<file path="src/rtl/trap_ctrl.sv">
// trap_ctrl: machine-mode trap CSRs, external interrupt qualification and post-redirect pipeline flush
// Ports:
//   clk, rst_n                    clock, asynchronous active-low reset
//   ext_irq_in                    raw external interrupt level (asynchronous)
//   csr_we/csr_addr/csr_wdata     CSR write port; csr_rdata is a combinational read of csr_addr
//   trap_taken/trap_return        redirect from a trap or mret; trap_return marks an mret
//   trap_src/trap_pc              trap cause code (5'h1F = none) and pc of the trapping instruction
//   branch_taken                  taken branch/jump redirect
//   external_int                  qualified interrupt request to the jump unit
//   mtvec_rdata/mepc_rdata        direct register views of mtvec and mepc
//   pipe_flush                    flush of younger stages, held FLUSH_CYCLES cycles after a redirect
module trap_ctrl #(
  parameter int          FLUSH_CYCLES = 2,
  parameter logic [31:0] RESET_MTVEC  = 32'h0000_0000
) (
  input  logic        clk,
  input  logic        rst_n,
  input  logic        ext_irq_in,
  input  logic        csr_we,
  input  logic [11:0] csr_addr,
  input  logic [31:0] csr_wdata,
  output logic [31:0] csr_rdata,
  input  logic        trap_taken,
  input  logic        trap_return,
  input  logic [4:0]  trap_src,
  input  logic [31:0] trap_pc,
  input  logic        branch_taken,
  output logic        external_int,
  output logic [31:0] mtvec_rdata,
  output logic [31:0] mepc_rdata,
  output logic        pipe_flush
);
  localparam logic [0:0] IDLE  = 1'b0;
  localparam logic [0:0] FLUSH = 1'b1;
  logic [0:0]  state;
  logic [3:0]  cnt;
  logic        irq_s1, meip, mie_b, mpie, meie;
  logic [31:2] mtvec, mepc;
  logic [31:0] mcause;
  logic        idle, trap, mret, redirect;
  assign idle     = state == IDLE;
  // redirects seen during FLUSH belong to squashed instructions and are dropped
  assign trap     = idle & trap_taken & ~trap_return & (trap_src != 5'h1F);
  assign mret     = idle & trap_taken & trap_return & ~trap;
  assign redirect = idle & (trap_taken | branch_taken);
  assign external_int = meip & meie & mie_b & idle;
  assign mtvec_rdata  = {mtvec, 2'b00};
  assign mepc_rdata   = {mepc, 2'b00};
  assign pipe_flush   = state == FLUSH;
  always_comb
    csr_rdata = csr_addr == 12'h300 ? {19'b0, 2'b11, 3'b0, mpie, 3'b0, mie_b, 3'b0} :
                csr_addr == 12'h304 ? {20'b0, meie, 11'b0} :
                csr_addr == 12'h305 ? {mtvec, 2'b00} :
                csr_addr == 12'h341 ? {mepc, 2'b00} :
                csr_addr == 12'h342 ? mcause :
                csr_addr == 12'h344 ? {20'b0, meip, 11'b0} : 32'b0;
  always_ff @(posedge clk or negedge rst_n)
    if (!rst_n) begin
      irq_s1 <= 1'b0;
      meip   <= 1'b0;
      mie_b  <= 1'b0;
      mpie   <= 1'b0;
      meie   <= 1'b0;
      mtvec  <= RESET_MTVEC[31:2];
      mepc   <= '0;
      mcause <= '0;
      state  <= IDLE;
      cnt    <= '0;
    end else begin
      irq_s1 <= ext_irq_in;
      meip   <= irq_s1;
      if (csr_we && csr_addr == 12'h304) meie <= csr_wdata[11];
      if (csr_we && csr_addr == 12'h305) mtvec <= csr_wdata[31:2];
      // trap/mret state updates take priority over a CSR write in the same cycle
      if (trap) begin
        mepc   <= trap_pc[31:2];
        mcause <= {trap_src[4], 27'b0, trap_src[3:0]};
        mpie   <= mie_b;
        mie_b  <= 1'b0;
      end else if (mret) begin
        mie_b <= mpie;
        mpie  <= 1'b1;
      end else if (csr_we) begin
        if (csr_addr == 12'h300) begin
          mie_b <= csr_wdata[3];
          mpie  <= csr_wdata[7];
        end
        if (csr_addr == 12'h341) mepc <= csr_wdata[31:2];
        if (csr_addr == 12'h342) mcause <= csr_wdata;
      end
      if (redirect) begin
        state <= FLUSH;
        cnt   <= 4'(FLUSH_CYCLES - 1);
      end else if (!idle) begin
        state <= cnt == 4'd0 ? IDLE : FLUSH;
        cnt   <= cnt == 4'd0 ? 4'd0 : cnt - 4'd1;
      end
    end
endmodule

</file>
<file path="config.mk">
export PLATFORM = sky130hd
export DESIGN_NAME = trap_ctrl
export DESIGN_NICKNAME = d
export VERILOG_FILES = /design/src/rtl/trap_ctrl.sv
export SDC_FILE = /design/constraint.sdc
export NUM_CORES = 1
export LEC_CHECK = 0
export ABC_CLOCK_PERIOD_IN_PS = 7400
export CAP_MARGIN = 25
export CORE_ASPECT_RATIO = 2
export CORE_UTILIZATION = 40
export DETAILED_ROUTE_END_ITERATION = 10
export MAX_ROUTING_LAYER = met4
export PLACE_DENSITY = 0.71
export SLEW_MARGIN = 20
export SYNTH_ARGS = -nofsm -noshare
export SYNTH_HDL_FRONTEND = slang
export SYNTH_SLANG_ARGS = --single-unit
</file>
<file path="constraint.sdc">
create_clock -name clk -period 7.4 [get_ports clk]
set_input_delay 2.22 -clock clk [delete_from_list [all_inputs] [get_ports clk]]
set_output_delay 2.22 -clock clk [all_outputs]
set_load 0.02 [all_outputs]
</file>
==> impl_metrics.yaml, run 1 <==
timing:
  finalSetupTns_ns: 0
  skew_ns: 0.008003
  worstMarginPinSlew_ns: 0.8912
  rsz0062_at_grt: "no"
  slew_violations: 0
  post-route-period-util: 0.9665
  setup_viol: 0
  slew_headroom: 0.4059
  min_period_ns: 7.152
  setup_slack_ns: 0.2477
  timing.fmax_ghz: 0.1398
  finalHoldViolCount: 0
worst_setup_path:
  r2r_end: "mcause[0]$_DFFE_PN0P_"
  cp_data_arrival_time_ns: 4.93
  cp_slowest_cell: "or4b_1"
  crit_family: "buffers and inverters"
  rrSetupSlack_ns: 4.74
  path_max_fanout: 25
  worstPathRequired_ns: 5.18
  crit_buf_inv: 3
  crit_chain: "clkdlybuf4s50_1 > or4b_1 > nor4_4 > buf_12 > a222oi_1 > a21oi_1 > clkdlybuf4s50_1"
  crit_path_frequent_cell: "clkdlybuf4s50_1"
  start_kind: "primary input"
  critPathKind: "in -> out"
  slowest_delay_ns: 0.73
  reg2reg_depth: 5
  worstReg2RegStart: "pipe_flush$_DFF_PN0_"
  end_kind: "primary output"
clocking:
  cts_tree: "yes"
  clkTransAtPathRegs_ns: 0.07
  cts_root_buf: "clkbuf_16"
  max-clock-path-buffers: 2
  cts_num_sinks: 102
  cts_buffers: 9
  htreeDepth: 3
  cts_resized: 0
  cts_hold_buf: 0
  postCtsSetupBuffers: 0
  worstSkewPairLatency_ns: 0.34
logic_synthesis:
  ys_seq_area_frac: 0.4619
  synth_area_mm2: 0.005527
  yosys-top-cells-area: "dfrtp_1 (46%), o21ai_0 (8.7%), a21oi_1 (8.5%)"
  async_reset_ff_frac: 1.000
  synth_cell_types: 49
  synth_top_area_frac: 0.4619
  synth.largest_area_cell: "dfrtp_1"
  yosys_most_used_dff: "dfrtp_1"
  syn_avg_cell_area_um2: 9.211
  synth_edf_count: 0
  yosys_warnings: 0
  synthCells: 600
  synth-seq-cells: 102
flow_run:
  drv_cap: 0
route:
  antenna_left: 0
  drt_iter0_markers: 798
  via_per_inst: 6.397
  vias: 5815
  wirelength_um: 20070
  wire_per_inst_um: 22.08
  firstDrtPassIters: 10
  remaining_drc_errors: 0
grt:
  grt_use_total: 0.2872
  grt_overflow: 0
  antenna_found_initial: 1
  grt_pass1_vias: 5728
  grt_max_degree: 82
  grt_pass1_wl_um: 30890
power_and_ir_drop:
  total_power_uw: 1877
  leakage_uw: 0.003123
  max-vdd-ir-drop_uv: 163.7
  cellPowerDensity_mw_per_mm2: 241.0
floorplanning:
  start_util: 0.4113
  fp.dieW_um: 85.12
  num_rows: 60
  die_h_um: 168.2
  dieArea_mm2: 0.01432
  core_mm2: 0.01344
  top_level_ports: 186
placement:
  dp_hpwl_um: 13380
  place_congestion: 0.8656
  post_dp_cell_area_mm2: 0.007432
  dp_slack_ns: 0.2945
  numPortBuffers: 179
hold_path:
  hold_end: "meip$_DFF_PN0_"
  worstHoldPathCells: 0
  hp-class: "reg -> reg"
  hold_start: "irq_s1$_DFF_PN0_"
final_layout:
  drive_gt1_frac: 0.06906
  fin_area_mm2: 0.007790
  n_fill_cell: 1158
  syn_to_final_growth_pct: 40.96
  nets: 837
status:
  status: "complete, no violations"
-- power by group --
| part | internal (uW) | switching [uW] | total (uW) |
|---|---|---|---|
| logic | 275 | 320 | 595 |
| clock network | 307 | 209 | 516 |
| registers | 670 | 96.3 | 766 |
-- per-stage QoR --
| step | hold WS (ns) | util | std cells |
|---|---|---|---|
| CTS | 0.3520 | 0.5772 | 907 |
| detailed placement | 0.3355 | 0.5531 | 891 |
| floorplan | 0.3312 | - | 603 |
| global route | 0.3738 | 0.5797 | 909 |
| global placement | 0.3317 | 0.5516 | 890 |
| finish | 0.3507 | 0.5797 | 909 |
-- worst max-delay path by stage --
stage / start / to / cells past startpoint
floorplan: csr_addr[10] / csr_rdata[25] / 7
global placement: csr_addr[3] / csr_rdata[4] / 7
detailed placement: csr_addr[3] / csr_rdata[15] / 7
CTS: csr_addr[3] / csr_rdata[15] / 7
global route: csr_addr[3] / csr_rdata[17] / 7
finish: csr_addr[3] / csr_rdata[4] / 7
-- final cells by class --
cell class                      instances  area [um^2]  share of cell area
Tap cell                              155        193.9             0.02490
Sequential cell                       102         2552              0.3277
Antenna cell                            1        2.502           0.0003212
Inverter                                8        30.03            0.003855
Multi-Input combinational cell        425         2656              0.3410
Clock buffer                           11        242.7             0.03116
Clock inverter                          5        81.33             0.01044
Timing Repair Buffer                  202         2031              0.2607
-- cell usage in the layout, fill, tap and decap left out, types with 2 or more instances in the layout --
master	instances
nand2_1	11
clkdlybuf4s50_1	178
nor4_1	2
o21ai_0	96
a222oi_1	25
mux2i_1	2
and3b_1	2
bufinv_16	2
nand3_1	29
mux2_1	30
a31oi_1	36
nand2b_1	3
nor3_1	6
dfrtp_1	102
nand3b_1	3
a21oi_1	94
o211ai_1	2
nor2_1	38
nor2_4	2
and4_1	2
a2bb2oi_1	2
nor2b_1	3
buf_4	18
clkbuf_16	9
nor4_4	4
and2_1	3
nor4b_1	3
nand3_2	2
a22oi_1	3
buf_12	3
nand4_1	2
inv_1	8
conb_1	4
-- metal layers --
layer  share of wire  global-route usage  wire, um
met1            0.35              0.3140      7042
met2            0.54              0.5077     10920
met3           0.058             0.02500      1169
met4           0.047              0.1555       942
met5               0                   -         0
-- cells in the mapped netlist, drive strengths merged, types with 3 or more instances --
| library cell | number |
|---|---|
| a22oi | 3 |
| nand3b | 3 |
| and2 | 3 |
| dfrtp | 102 |
| a21oi | 94 |
| clkbuf | 44 |
| o21ai | 96 |
| a31oi | 37 |
| nor4b | 3 |
| nor2 | 41 |
| buf | 24 |
| nor3 | 6 |
| mux2 | 30 |
| nand3 | 31 |
| inv | 8 |
| nor2b | 3 |
| a222oi | 25 |
| nand2b | 3 |
| nor4 | 6 |
| nand2 | 11 |
-- logic make-up after synthesis --
kind of cell,after synthesis,share of synthesized area
mux,32,0.06475
xor+xnor,1,0.001585
fa+ha+maj,1,0.002264
buf+inv,76,0.06747
compound gates,263,0.2760
other cells,1,0.0006785
simple gates,124,0.1254
flops,102,0.4619
-- worst reg2reg max path: cells and delay by family, from the launching register on --
family / cells / cell delay, ns
compound gates: 3 / 1.00
simple gates: 1 / 0.57
flops: 1 / 0.48
buf+inv: 1 / 0.51
-- state kept, by name (all words and copies together) (netlist names) --
name and cells:
mcause 32, mepc 30, mtvec 30, cnt 4
irq_s1 1, meie 1, meip 1, mie_b 1
mpie 1, pipe_flush 1
Note: power is estimated with default switching activity, not from simulation.
==> run 2, diff against run 1 <==
--- a/config.mk
+++ b/config.mk
@@ -9,6 +9,7 @@
 export CAP_MARGIN = 25
 export CORE_ASPECT_RATIO = 2
 export CORE_UTILIZATION = 40
+export CTS_CLUSTER_SIZE = 25
 export DETAILED_ROUTE_END_ITERATION = 10
 export MAX_ROUTING_LAYER = met4
 export PLACE_DENSITY = 0.71
==> results of run 2 <==
Same layout as run 1: the final DEF is identical, and so are final timing and power.
==> run 3, diff against run 2 <==
--- a/config.mk
+++ b/config.mk
@@ -5,7 +5,7 @@
 export SDC_FILE = /design/constraint.sdc
 export NUM_CORES = 1
 export LEC_CHECK = 0
-export ABC_CLOCK_PERIOD_IN_PS = 7400
+export ABC_CLOCK_PERIOD_IN_PS = 9100
 export CAP_MARGIN = 25
 export CORE_ASPECT_RATIO = 2
 export CORE_UTILIZATION = 40
==> constraint.sdc (replaced) <==
create_clock -name clk -period 9.1 [get_ports clk]
set_input_delay 2.73 -clock clk [delete_from_list [all_inputs] [get_ports clk]]
set_output_delay 2.73 -clock clk [all_outputs]
set_load 0.02 [all_outputs]
==> impl_metrics.yaml, run 3 (synthesized netlist as in run 1, its figures left out) <==
clocking:
  max-clock-path-buffers: 2
  htreeDepth: 3
  cts_hold_buf: 0
  cts_num_sinks: 102
  worstSkewPairLatency_ns: 0.34
  cts_buffers: 9
  cts_tree: "yes"
  cts_root_buf: "clkbuf_16"
  clkTransAtPathRegs_ns: 0.07
  postCtsSetupBuffers: 0
  cts_resized: 0
timing:
  fin_hold_ws_ns: 0.3500
  slew_headroom: 0.3853
  rsz0062_at_grt: "no"
  slew_violations: 0
  min_period_ns: 8.642
  post-route-period-util: 0.9497
  timing.fmax_ghz: 0.1157
  finalHoldViolCount: 0
  worstMarginPinSlew_ns: 0.9151
  setup_viol: 0
  finalSetupTns_ns: 0
  skew_ns: 0.008422
floorplanning:
  core_mm2: 0.01344
  top_level_ports: 186
  start_util: 0.4113
  num_rows: 60
  fp.dieW_um: 85.12
  die_h_um: 168.2
  dieArea_mm2: 0.01432
route:
  wirelength_um: 19830
  via_per_inst: 6.330
  drt_iter0_markers: 715
  antenna_left: 0
  vias: 5697
  firstDrtPassIters: 5
  wire_per_inst_um: 22.03
  remaining_drc_errors: 0
worst_setup_path:
  cp_data_arrival_time_ns: 5.91
  rrSetupSlack_ns: 6.47
  start_kind: "primary input"
  reg2reg_depth: 5
  worstPathRequired_ns: 6.37
  worstReg2RegStart: "pipe_flush$_DFF_PN0_"
  r2r_end: "mepc[19]$_DFFE_PN0P_"
  path_max_fanout: 22
  end_kind: "primary output"
  critPathKind: "in -> out"
final_layout:
  n_fill_cell: 1142
  mostFrequentLayoutCells: "clkdlybuf4s50_1 (178), dfrtp_1 (102), o21ai_0 (96)"
  drive_gt1_frac: 0.06174
  largest_reg_flops: 32
  syn_to_final_growth_pct: 39.12
  diodes: 0
  nets: 829
  top_register: "mcause"
  final_common_cell: "clkdlybuf4s50_1"
  reg.largest.list: "mcause (32), mepc (30), mtvec (30)"
hold_path:
  hp-class: "reg -> reg"
  hold_end: "meip$_DFF_PN0_"
  worstHoldPathCells: 0
  hold_start: "irq_s1$_DFF_PN0_"
grt:
  grt_max_degree: 82
  grt_pass1_vias: 5803
  grt_pass1_wl_um: 30840
  grt_overflow: 0
  antenna_found_initial: 0
  grt_use_total: 0.2876
status:
  status: "complete, no violations"
placement:
  dp_hpwl_um: 13340
  numPortBuffers: 179
  place_congestion: 0.8755
power_and_ir_drop:
  cellPowerDensity_mw_per_mm2: 196.9
  internal-power_uw: 1003
  leakage_uw: 0.003077
  max-vdd-ir-drop_uv: 106.2
  power.share.sequential: 0.411
  power_switching_uw: 511.3
  power_frac_comb: 0.317
  clkPwrFrac: 0.271
  sw_frac_of_total: 0.3377
flow_run:
  drv_cap: 0
-- run 3: cell count changes in the layout (fill, tap and decap cells not counted) --
cell | previous run | this run
clkbuf_8 | 1 | 3
clkbuf_1 | 1 | 0
nand3_2 | 2 | 3
diode_2 | 1 | 0
nand3_1 | 29 | 28
bufinv_16 | 2 | 1
buf_4 | 18 | 13
buf_12 | 3 | 0
-- run 3: cell type report --
class	count	area (um^2)	share of cell area
multi-input cells	425	2661	0.3461
flip-flops and latches	102	2552	0.3320
repair buffers	194	1933	0.2514
clock buffers	12	266.5	0.03466
well taps	155	193.9	0.02522
clock inverters	4	51.30	0.006672
inverters	8	30.03	0.003906
-- run 3: metal layers --
| layer | routed length [um] | global-route usage |
|---|---|---|
| met4 | 931 | 0.1717 |
| met1 | 7091 | 0.3139 |
| met5 | 0 | - |
| met3 | 1192 | 0.02843 |
| met2 | 10610 | 0.4989 |
-- run 3: worst max path at each step --
stage                 startpoint             to  slack (ns)  cells past startpoint
detailed placement   csr_addr[6]   csr_rdata[2]        0.51                      7
CTS                  csr_addr[6]   csr_rdata[5]        0.49                      7
global route         csr_addr[6]   csr_rdata[5]        0.28                      7
finish               csr_addr[6]   csr_rdata[5]        0.46                      7
floorplan           csr_addr[10]  csr_rdata[25]        1.92                      7
global placement     csr_addr[2]   csr_rdata[5]        0.59                      7
-- run 3: power groups by stage --
stage | Clock [uW] | Sequential (uW) | Combinational, uW
3_3_place_gp | 0 | 625 | 465
2_1_floorplan | 0 | 691 | 158
4_1_cts | 412 | 621 | 482
3_5_place_dp | 0 | 629 | 480
5_1_grt | 430 | 632 | 515
6_report | 411 | 623 | 480
-- run 3: metrics by stage --
step                      total power [uW]  area [um^2]  utilization  setup WS [ns]  cells
after floorplan                      848.3         5538            -          1.921    603
after global placement                1090         7315       0.5443         0.5925    882
after detailed placement              1109         7325       0.5451         0.5081    882
after CTS                             1515         7642       0.5687         0.4941    898
after global routing                  1577         7689       0.5722         0.2822    900
final                                 1514         7689       0.5722         0.4581    900
-- run 3: critical path, stage by stage --
cell and delay (ns):
clkdlybuf4s50_1 0.70, or3b_2 0.59, nor4_4 0.48, buf_4 0.39
a222oi_1 0.16, a21oi_1 0.22, clkdlybuf4s50_1 0.64
==> edit: new RTL, flow settings as in run 3 <==
Reset style: synchronous (`rst_n`), changed in one clocked block. Comments in the files are not updated.
--- a/src/rtl/trap_ctrl.sv
+++ b/src/rtl/trap_ctrl.sv
@@ -54,7 +54,7 @@
                 csr_addr == 12'h341 ? {mepc, 2'b00} :
                 csr_addr == 12'h342 ? mcause :
                 csr_addr == 12'h344 ? {20'b0, meip, 11'b0} : 32'b0;
-  always_ff @(posedge clk or negedge rst_n)
+  always_ff @(posedge clk)
     if (!rst_n) begin
       irq_s1 <= 1'b0;
       meip   <= 1'b0;
Formal check against the unedited RTL: differs if rst_n is asserted again (counterexample within 4 cycles, from zero or initial values and one cycle with rst_n low); with rst_n held inactive, the same outputs for 4 cycles.
==> edit against run 3 <==
Die area decreased by 16%. Count of clock-buffer cells in the layout decreased by 1. Final area decreased by 12%. Critical path depth unchanged. Sequential cell count unchanged. Area after synthesis decreased by 16%. Worst setup slack improved by 0.49 ns. Routed wire length decreased by 21%. Highest routed layer unchanged.
Power is not compared: it rests on default switching activity, and its combinational part moved more than twofold at a synthesized area within 25%.
==> edit: results (changes against run 3) <==
[metrics] outcome: finished, final reports clean
[metrics] met3 wirelength from detailed routing: 736 um (-38%)
[metrics] largest net degree at the start of global routing: 59 (-28%)
[metrics] Critical R2R Capture: mcause[2]$_SDFFE_PN0P_
[metrics] share of cells above drive strength 1: 4.601% (-1.6 points)
[metrics] hold wc startpoint: irq_s1$_SDFF_PN0_
[metrics] weighted congestion at the end of routability-driven global placement: 0.9029 (+3.1%)
[metrics] adder and majority cell fraction of the synthesized area: 0% (-0.23 points)
[metrics] Max stage delay on crit path: 0.61 ns (-0.09 ns)
[metrics] detailed-route vias per instance: 5.516 (-13%)
[metrics] total routing resource utilization after global routing: 26.38% (-2.4 points)
[metrics] post-route met1 wirelength: 5469 um (-23%)
[metrics] number of global-route vias before repair: 4819 (-17%)
[metrics] number of search-and-repair iterations in the first detailed-routing pass: 7 (+2)
[metrics] clock tree skew after final layout: 0.004327 ns (-0.004095 ns)
[metrics] fraction of synthesized cell area in xor and xnor cells: 0% (-0.16 points)
[metrics] data arrival time of the critical path: 5.43 ns (-0.48 ns)
[metrics] critical path peak fanout: 21 (-4.5%)
[metrics] instance area at placement: 6490 um^2 (-11%)
[metrics] depth of the worst register-to-register path: 6 (+1)
[metrics] Post-synth top cells: sky130_fd_sc_hd__nand2_1, sky130_fd_sc_hd__dfxtp_1, sky130_fd_sc_hd__a21oi_1, sky130_fd_sc_hd__mux2i_1, sky130_fd_sc_hd__o21ai_1
[metrics] unique cell type count in the Yosys netlist: 40 (-18%)
[metrics] sequential fraction of the synthesis area: 43.91% (-2.3 points)
[metrics] met2 wirelength from detailed routing: 8767 um (-17%)
[metrics] Starting DRT DRC Count: 393 (-45%)
[metrics] wire length of the first global-routing pass: 23940 um (-22%)
[metrics] average footprint of a synthesized cell: 8.088 um^2 (-12%)
[metrics] start point of the critical path: csr_addr[5]
[metrics] Worst Hold Depth: 1 (+1)
[metrics] placed cell count: 865 (-1.9%)
[metrics] sum of routed wire length over all layers: 15580 um (-21%)
[metrics] global-route met3 utilization: 4.071% (+1.2 points)
edit: worst register-to-register path, cell delays in order, from the launching register on:
cell and delay (ns):
sky130_fd_sc_hd__dfxtp_1 0.53, sky130_fd_sc_hd__nand3b_1 0.26, sky130_fd_sc_hd__and2_1 0.20, sky130_fd_sc_hd__and2_1 0.61, sky130_fd_sc_hd__buf_4 0.37, sky130_fd_sc_hd__mux2i_1 0.23
sky130_fd_sc_hd__a21oi_1 0.08
edit: layout make-up:
cell class,count,area [um^2]
Sequential cell,102,2042
Timing Repair Buffer,191,1914
Multi-Input combinational cell,402,2267
Fill cell,1053,4486
Inverter,29,108.9
Clock inverter,4,47.55
Tap cell,142,177.7
Clock buffer,11,242.7
edit: power by group:
group | leakage (nW) | switching [mW] | internal (mW)
registers | 0.826 | 0.00872 | 0.456
logic | 1.41 | 0.0500 | 0.0552
clock network | 0.141 | 0.162 | 0.218
total | 2.37 | 0.221 | 0.730
